==> config.mk <==
export PLATFORM = sky130hd
export DESIGN_NAME = alu_stage
export DESIGN_NICKNAME = d
export VERILOG_FILES = /design/src/rtl/dp_pkg.sv /design/src/rtl/alu_core.sv /design/src/rtl/alu_stage.sv
export SDC_FILE = /design/constraint.sdc
export NUM_CORES = 1
export LEC_CHECK = 0
export CAP_MARGIN = 0
export CORE_AREA = 10 10 93 104
export CTS_BUF_LIST = sky130_fd_sc_hd__clkbuf_16
export CTS_CLUSTER_SIZE = 24
export DETAILED_ROUTE_END_ITERATION = 6
export DIE_AREA = 0 0 103 114
export PLACE_DENSITY = 0.77
export SETUP_SLACK_MARGIN = 0.15
export SLEW_MARGIN = 20
export SYNTH_ARGS = -nofsm -noshare
export SYNTH_HDL_FRONTEND = slang
export SYNTH_SLANG_ARGS = --single-unit
==> constraint.sdc <==
create_clock -name clk -period 4.1 [get_ports clk]
set_clock_uncertainty 0.1 [all_clocks]
set_input_delay 0.615 -clock clk [delete_from_list [all_inputs] [get_ports clk]]
set_output_delay 0.615 -clock clk [all_outputs]
set_load 0.03 [all_outputs]
==> src/rtl/dp_pkg.sv <==
// Shared datapath definitions: ALU op encodings, status flag positions and
// overflow helpers used by the ALU stage.
package dp_pkg;

    localparam int DP_WIDTH = 16;

    typedef enum logic [1:0] {
        ALU_ADD  = 2'b00,
        ALU_SUB  = 2'b01,
        ALU_AND  = 2'b10,
        ALU_NOTB = 2'b11
    } alu_op_e;

    // status is packed as {V,N,Z}
    localparam int FLAG_Z = 0;
    localparam int FLAG_N = 1;
    localparam int FLAG_V = 2;

    function automatic logic add_ovf(input logic sa, input logic sb, input logic sr);
        return (sa == sb) && (sr != sa);
    endfunction

    function automatic logic sub_ovf(input logic sa, input logic sb, input logic sr);
        return (sa != sb) && (sr != sa);
    endfunction

endpackage

==> src/rtl/alu_core.sv <==
// Purely combinational ALU: result and {V,N,Z} flags for one operand pair.
module alu_core
    import dp_pkg::*;
#(
    parameter int WIDTH = DP_WIDTH
) (
    input  logic [WIDTH-1:0] a,
    input  logic [WIDTH-1:0] b,
    input  logic [1:0]       aluop,
    output logic [WIDTH-1:0] result,
    output logic [2:0]       flags
);

    logic [WIDTH-1:0] result_s;
    logic             ovf_s;

    // Operation select and overflow detection
    always_comb begin
        result_s = {WIDTH{1'b0}};
        ovf_s    = 1'b0;
        case (aluop)
            ALU_ADD: begin
                result_s = a + b;
                ovf_s    = add_ovf(a[WIDTH-1], b[WIDTH-1], result_s[WIDTH-1]);
            end
            ALU_SUB: begin
                result_s = a - b;
                ovf_s    = sub_ovf(a[WIDTH-1], b[WIDTH-1], result_s[WIDTH-1]);
            end
            ALU_AND: begin
                result_s = a & b;
                ovf_s    = 1'b0;
            end
            ALU_NOTB: begin
                result_s = ~b;
                ovf_s    = 1'b0;
            end
            default: begin
                result_s = {WIDTH{1'b0}};
                ovf_s    = 1'b0;
            end
        endcase
    end

    // Flag packing from the computed result
    always_comb begin
        flags         = 3'b000;
        flags[FLAG_Z] = (result_s == {WIDTH{1'b0}});
        flags[FLAG_N] = result_s[WIDTH-1];
        flags[FLAG_V] = ovf_s;
    end

    assign result = result_s;

endmodule

==> src/rtl/alu_stage.sv <==
// Single-entry ALU pipeline stage with valid/ready handshake on both sides,
// registered result, status flags and an accepted-operation counter.
module alu_stage
    import dp_pkg::*;
#(
    parameter int WIDTH = DP_WIDTH
) (
    input  logic             clk,
    input  logic             reset_n,
    input  logic             in_valid,
    output logic             in_ready,
    input  logic [WIDTH-1:0] ain,
    input  logic [WIDTH-1:0] bin,
    input  logic [1:0]       aluop,
    input  logic             in_loads,
    output logic             out_valid,
    input  logic             out_ready,
    output logic [WIDTH-1:0] out_c,
    output logic [2:0]       status,
    output logic [7:0]       op_count
);

    logic [WIDTH-1:0] result_s;
    logic [2:0]       flags_s;
    logic             accept_s;
    logic             out_valid_r;
    logic [WIDTH-1:0] out_c_r;
    logic [2:0]       status_r;
    logic [7:0]       op_count_r;

    alu_core #(.WIDTH(WIDTH)) u_core (
        .a      (ain),
        .b      (bin),
        .aluop  (aluop),
        .result (result_s),
        .flags  (flags_s)
    );

    // Ready whenever the output slot is empty or is being drained this cycle
    assign in_ready = !out_valid_r || out_ready;
    assign accept_s = in_valid && in_ready;

    // Output slot, status flags and operation counter
    always_ff @(posedge clk or negedge reset_n) begin
        if (!reset_n) begin
            out_valid_r <= 1'b0;
            out_c_r     <= {WIDTH{1'b0}};
            status_r    <= 3'b000;
            op_count_r  <= 8'd0;
        end else if (accept_s) begin
            out_valid_r <= 1'b1;
            out_c_r     <= result_s;
            op_count_r  <= op_count_r + 8'd1;
            if (in_loads) begin
                status_r <= flags_s;
            end else begin
                status_r <= status_r;
            end
        end else if (out_ready) begin
            out_valid_r <= 1'b0;
        end else begin
            out_valid_r <= out_valid_r;
        end
    end

    assign out_valid = out_valid_r;
    assign out_c     = out_c_r;
    assign status    = status_r;
    assign op_count  = op_count_r;

endmodule

==> impl_metrics.yaml <==
cells_and_area:
  num-nets-final: 565
  fillerInstances: 739
  multi_input_comb_area_sq_mm: 0.00247
  area_delta_synth_final_pct: 23.2
  final_common_cell: "clkdlybuf4s50_1"
  final-seq-area_sq_um: 701
  final_cell_mix: "clkdlybuf4s50_1 (67), nand2_1 (57), ha_1 (33)"
  fin_util_pct: 54.7
  diodes: 0
  drive_above_1_share_pct: 6.75
  final_area_sq_mm: 0.00419
global_route:
  grt_pass1_wl_mm: 16.6
  grt_overflow: 0
  grt_usage_pct: 16.9
  grt_max_degree: 30
  grt_pass1_vias: 3381
  antenna_found_initial: 0
sta:
  setup_viol: 0
  hold_viol: 0
  slew_violations: 0
  max_freq_mhz: 277
  tightestPinTransition_ns: 0.782
  slew_headroom_pct: 47.8
  layout_min_cycle_time_ns: 3.61
  setup_tns_ns: 0
  fin_crit_sh_pct: 88.0
  grt_setup_unrepaired: "false"
worst_setup_path:
  rr_endpoint: "status[0]"
  crit_required_ns: 4.20
  start_kind: "input port"
  critPathKind: "in -> reg"
  endpoint: "status[0]"
  crit_arrival_ns: 3.70
  worstRegToRegCells: 8
  reg2reg_slack_ns: 1.82
  timing.rr.start: "out_valid"
  critPathLaunch: "bin[0]"
  cp-end-kind: "flop"
  path_max_fanout: 4
cts:
  post_cts_buffers: 0
  clk_latency_ns: 0.26
  path_clk_slew_ns: 0.06
  cts_max_level: 1
  clockRootBuffer: "clkbuf_16"
  cts_buffers: 3
  clockBufferDepth: 2
  clock-sinks: 28
  cts-resized-gates: 0
  ctsHoldBuffers: 0
  cts_tree: "yes"
place:
  finalWeightedCongestion: 0.939
  post-dp-hpwl_mm: 8.21
  portBuffers: 67
  placed_area_sq_mm: 0.00411
power_and_ir_drop:
  p_sw_uw: 554
  power.share.clock_pct: 15.9
  ir_worst_vdd_uv: 162
  switching_share_pct: 41.8
  p_comb_share_pct: 54.3
  seqPwrFrac_pct: 29.8
  p_per_area_mw_per_mm2: 317
  intPower_uw: 771
  p_leak_uw: 0.00176
yosys:
  avgSynthCellArea_sq_um: 7.81
  syn-num-nets: 509
  synth_edf_count: 0
  yosysSeqAreaShare_pct: 20.6
  yosys_most_used_dff: "dfrtp_1"
  async_reset_ff_share_pct: 100
  synth.ff_latch_count: 28
  netlist_instances: 435
  syn_area_sq_mm: 0.00340
  synth.distinct_cells: 74
  ys.warnings.count: 0
drt:
  viasPerCell: 6.03
  drc_errors: 0
  num_vias: 3493
  wirelength_mm: 10.1
  dr.pass1.iters: 5
  drt_iter0_drc: 268
  drt-wirelength-per-cell_microns: 17.5
  postRouteAntennaNets: 0
die:
  num_rows: 34
  die_h_microns: 114
  coreArea_sq_mm: 0.00766
  initial_utilization_pct: 44.4
  dieArea_sq_mm: 0.0117
  ios: 68
  die_w_microns: 103
hold_path:
  hp-class: "reg -> reg"
run:
  drv_cap: 0
status:
  status: "complete, no violations"
-- layout make-up --
cell class	count	share of cell area (%)
well taps	90	2.69
flip-flops and latches	28	16.7
inverters	31	2.78
multi-input cells	355	59.1
clock buffers	3	1.79
repair buffers	72	16.9
-- registers in the layout, summed over array words and instances (netlist names) --
| register | count |
|---|---|
| out_c | 16 |
| op_count | 8 |
| out_valid | 1 |
| status | 3 |
-- per-stage QoR --
step / power, uW / setup WS (ns) / std cells / hold WS (ns)
6_report: 1330 / 0.491 / 579 / 0.374
5_1_grt: 1410 / 0.156 / 579 / 0.402
4_1_cts: 1330 / 0.481 / 579 / 0.377
3_5_place_dp: 1120 / 0.230 / 576 / 0.363
3_3_place_gp: 1100 / 0.350 / 576 / 0.353
2_1_floorplan: 847 / 1.23 / 435 / 0.219
-- synth_stat cells, types with 3 or more instances --
library cell	number	area [sq um]
nand3_1	12	60.1
buf_2	9	45.0
ha_1	33	413
o31ai_1	3	22.5
nor3b_1	3	22.5
clkbuf_1	6	22.5
nor2_2	3	18.8
o21a_1	5	37.5
nand2b_1	13	81.3
xnor2_1	10	87.6
o211ai_1	15	113
a31oi_1	5	31.3
or2_2	5	31.3
buf_4	3	22.5
and2_1	4	25.0
and3_1	3	18.8
a2bb2oi_1	4	35.0
o21ai_1	5	25.0
a211o_1	3	26.3
xor2_1	4	35.0
o31a_1	3	26.3
a2111oi_0	4	35.0
nor2b_1	12	75.1
o311ai_0	4	35.0
a211oi_1	7	52.6
nand2_1	57	214
inv_1	29	109
a21o_1	3	22.5
mux2i_1	7	70.1
a21oi_1	21	105
nor3_1	13	65.1
dfrtp_1	28	701
o21ai_0	26	130
nor2_1	20	75.1
-- worst min path at each step --
stage / start / end / slack, ns / cells past startpoint
floorplan: reset_n / op_count[0] / 0.22 / 0
global placement: out_c[14] / out_c[14] / 0.35 / 2
detailed placement: out_c[14] / out_c[14] / 0.36 / 2
CTS: out_c[14] / out_c[14] / 0.38 / 2
global route: out_c[14] / out_c[14] / 0.40 / 2
finish: out_c[14] / out_c[14] / 0.37 / 2
-- power groups by stage --
stage | registers (uW) | clock network, uW | logic (uW)
6_report | 394 | 211 | 720
5_1_grt | 403 | 224 | 783
4_1_cts | 395 | 215 | 718
3_5_place_dp | 399 | 0 | 717
3_3_place_gp | 396 | 0 | 706
2_1_floorplan | 512 | 0 | 335
-- critical path, cell delays in order --
cell,delay (ns)
clkdlybuf4s50_1,0.56
ha_1,0.22
inv_1,0.06
fa_1,0.40
o21bai_2,0.20
a2111oi_0,0.13
a2111oi_0,0.50
o21ai_1,0.19
o2111ai_1,0.25
o211ai_1,0.14
nor4_2,0.27
a31o_1,0.17
-- metal layers --
layer / part of all wire (%) / routed length [microns] / vias up / global-route usage, %
met3: 6.6 / 672 / 21 / 1.69
met2: 48 / 4830 / 138 / 28.1
met4: 2.6 / 263 / 0 / 6.13
met5: 0 / 0 / - / 0
li1: - / - / 1700 / -
met1: 43 / 4360 / 1634 / 21.9
-- kinds of logic after synthesis --
group / after synthesis / synth area share, %
AND/OR/NAND/NOR: 163 / 24.5
AO/OA/AOI/OAI: 135 / 28.6
buffers and inverters: 52 / 6.63
adder cells (fa/ha/maj): 35 / 13.3
flip-flops: 28 / 20.6
XOR/XNOR: 14 / 3.61
multiplexers: 8 / 2.72
Note: power is estimated with default switching activity, not from simulation.
==> edit: new RTL, same flow settings <==
`DP_WIDTH`: 16 -> 8.
--- a/src/rtl/dp_pkg.sv
+++ b/src/rtl/dp_pkg.sv
@@ -2,7 +2,7 @@
 // overflow helpers used by the ALU stage.
 package dp_pkg;
 
-    localparam int DP_WIDTH = 16;
+    localparam int DP_WIDTH = 8;
 
     typedef enum logic [1:0] {
         ALU_ADD  = 2'b00,
Interface: changed (resized ain, bin and out_c); port bits go from 68 to 44. The function was not compared with the original's and may differ.
==> edit against the original RTL <==
- total power is 33% lower
- sequential cell count is 8 lower
- design area is 46% lower
- wire length is 56% lower
- sequential power is 26% lower
- maximum frequency is 19% higher
- setup slack better by 0.58 ns
- hold slack better by 0.00056 ns
- synthesized area is 51% lower
- critical endpoint unchanged
- largest cell class unchanged
- largest power group unchanged
==> edit: results (changes against the original RTL) <==
critical_path:
  reg2reg_slack_ns: 2.23  # +0.41 ns
  crit_path_max_incr_delay_ns: 0.55
  r2r_end: "status[0]"
  critPathSlowestCell: "clkdlybuf4s50_1"
  critical_path_arrival_ns: 3.07  # -0.63 ns
  ff2ff_path_depth: 7  # -1
  crit_family: "compound AO/OA/AOI/OAI gates"
  path_max_fanout: 8  # +4
power:
  irDropWorstVdd_v: 0.000184  # +14%
  p_leak_nw: 0.956  # -46%
cts:
  cts-root-buf: "clkbuf_16"
  clock_path_buffers: 2  # unchanged
  ctsHtreeMaxLevel: 1  # unchanged
  post_cts_buffers: 0  # unchanged
  path_clk_slew_ns: 0.05
global_route:
  grt_pass1_wl_um: 6980  # -58%
  grtUsageTotal: 0.0733  # -0.0957
  grt_max_degree: 21  # -30%
cells_and_area:
  drive_gt1_frac: 0.0480  # -0.0194
  fin_nets: 273  # -52%
worst_hold_path:
  holdPathStages: 2  # unchanged
  holdPathEnd: "out_c[2]"
  min_path_type: "reg2reg"
  min_from: "out_c[2]"
routing:
  dr.pass1.iters: 4  # -1
  drt_iter0_drc: 52  # -81%
  via_count: 1500  # -57%
  dr_wl_met2_um: 2070  # -57%
  wl_met3_um: 382  # -43%
  wl_um: 4430  # -56%
  met1_length_um: 1940  # -55%
outcome:
  status: "completed"
yosys:
  ys_top_cells_by_area: "dfrtp_1 (30%), ha_1 (13%), xnor2_1 (5.3%)"
  synth_nets: 230  # -55%
  synth_common_cells: "nand2_1 (23), dfrtp_1 (20), ha_1 (17)"
  synth_cell_types: 47  # -36%
  ys_warn_count: 0  # unchanged
  synth-seq-area-share: 0.303  # +0.0971
  synth_flop_cell: "dfrtp_1"
sta:
  max_slew_margin: 0.412  # -0.0656
  whs_ns: 0.374  # +0.000557 ns
place:
  io_buffers: 43  # -36%
  placed_area_sq_um: 2180  # -47%
  routabilityCongestion: 0.886  # -5.6%
  place_hpwl_um: 3710  # -55%
==> edit: worst max-delay path by stage <==
stage,startpoint,end,cells after the start
6_report,bin[2],status[0],10
5_1_grt,bin[2],status[0],10
4_1_cts,bin[2],status[0],10
3_5_place_dp,bin[2],status[0],10
3_3_place_gp,bin[2],status[0],10
2_1_floorplan,ain[0],status[0],9
==> edit: worst min-delay path, cell delays in order (launching register included) <==
cell and delay [ns]:
dfrtp_1 0.33, nand2_1 0.05, o21ai_0 0.06
==> edit: metrics by stage <==
| step | setup slack [ns] | util | std cells | power [mW] |
|---|---|---|---|---|
| 2_1_floorplan | 1.51 | - | 188 | 0.529 |
| 3_3_place_gp | 0.856 | 0.284 | 316 | 0.692 |
| 3_5_place_dp | 0.823 | 0.284 | 316 | 0.704 |
| 4_1_cts | 1.09 | 0.294 | 319 | 0.904 |
| 5_1_grt | 0.873 | 0.294 | 319 | 0.948 |
| 6_report | 1.07 | 0.294 | 319 | 0.892 |
==> edit: area by class of cell <==
class | instances | area (sq um)
clock buffers | 3 | 75.1
fillers | 809 | 5410
inverters | 11 | 41.3
multi-input cells | 150 | 1080
flip-flops and latches | 20 | 500
well taps | 90 | 113
repair buffers | 45 | 445
==> edit: per-layer routing <==
layer	up-vias	track usage
met2	57	0.122
met5	-	0
li1	758	-
met1	681	0.0886
met4	0	0.0195
met3	4	0.0224
==> edit: report_power, final <==
group	total, mW	leakage (nW)	switching, mW	internal (mW)
Combinational	0.404	0.667	0.225	0.179
Clock	0.196	0.0370	0.0677	0.128
Sequential	0.292	0.252	0.0471	0.245
Total	0.892	0.956	0.340	0.552
==> edit: cell families after synthesis <==
family | Yosys count | share of synthesized area
flops | 20 | 0.303
compound gates | 49 | 0.200
fa+ha+maj | 19 | 0.153
buf+inv | 18 | 0.0440
mux | 3 | 0.0265
simple gates | 66 | 0.204
xor+xnor | 13 | 0.0690
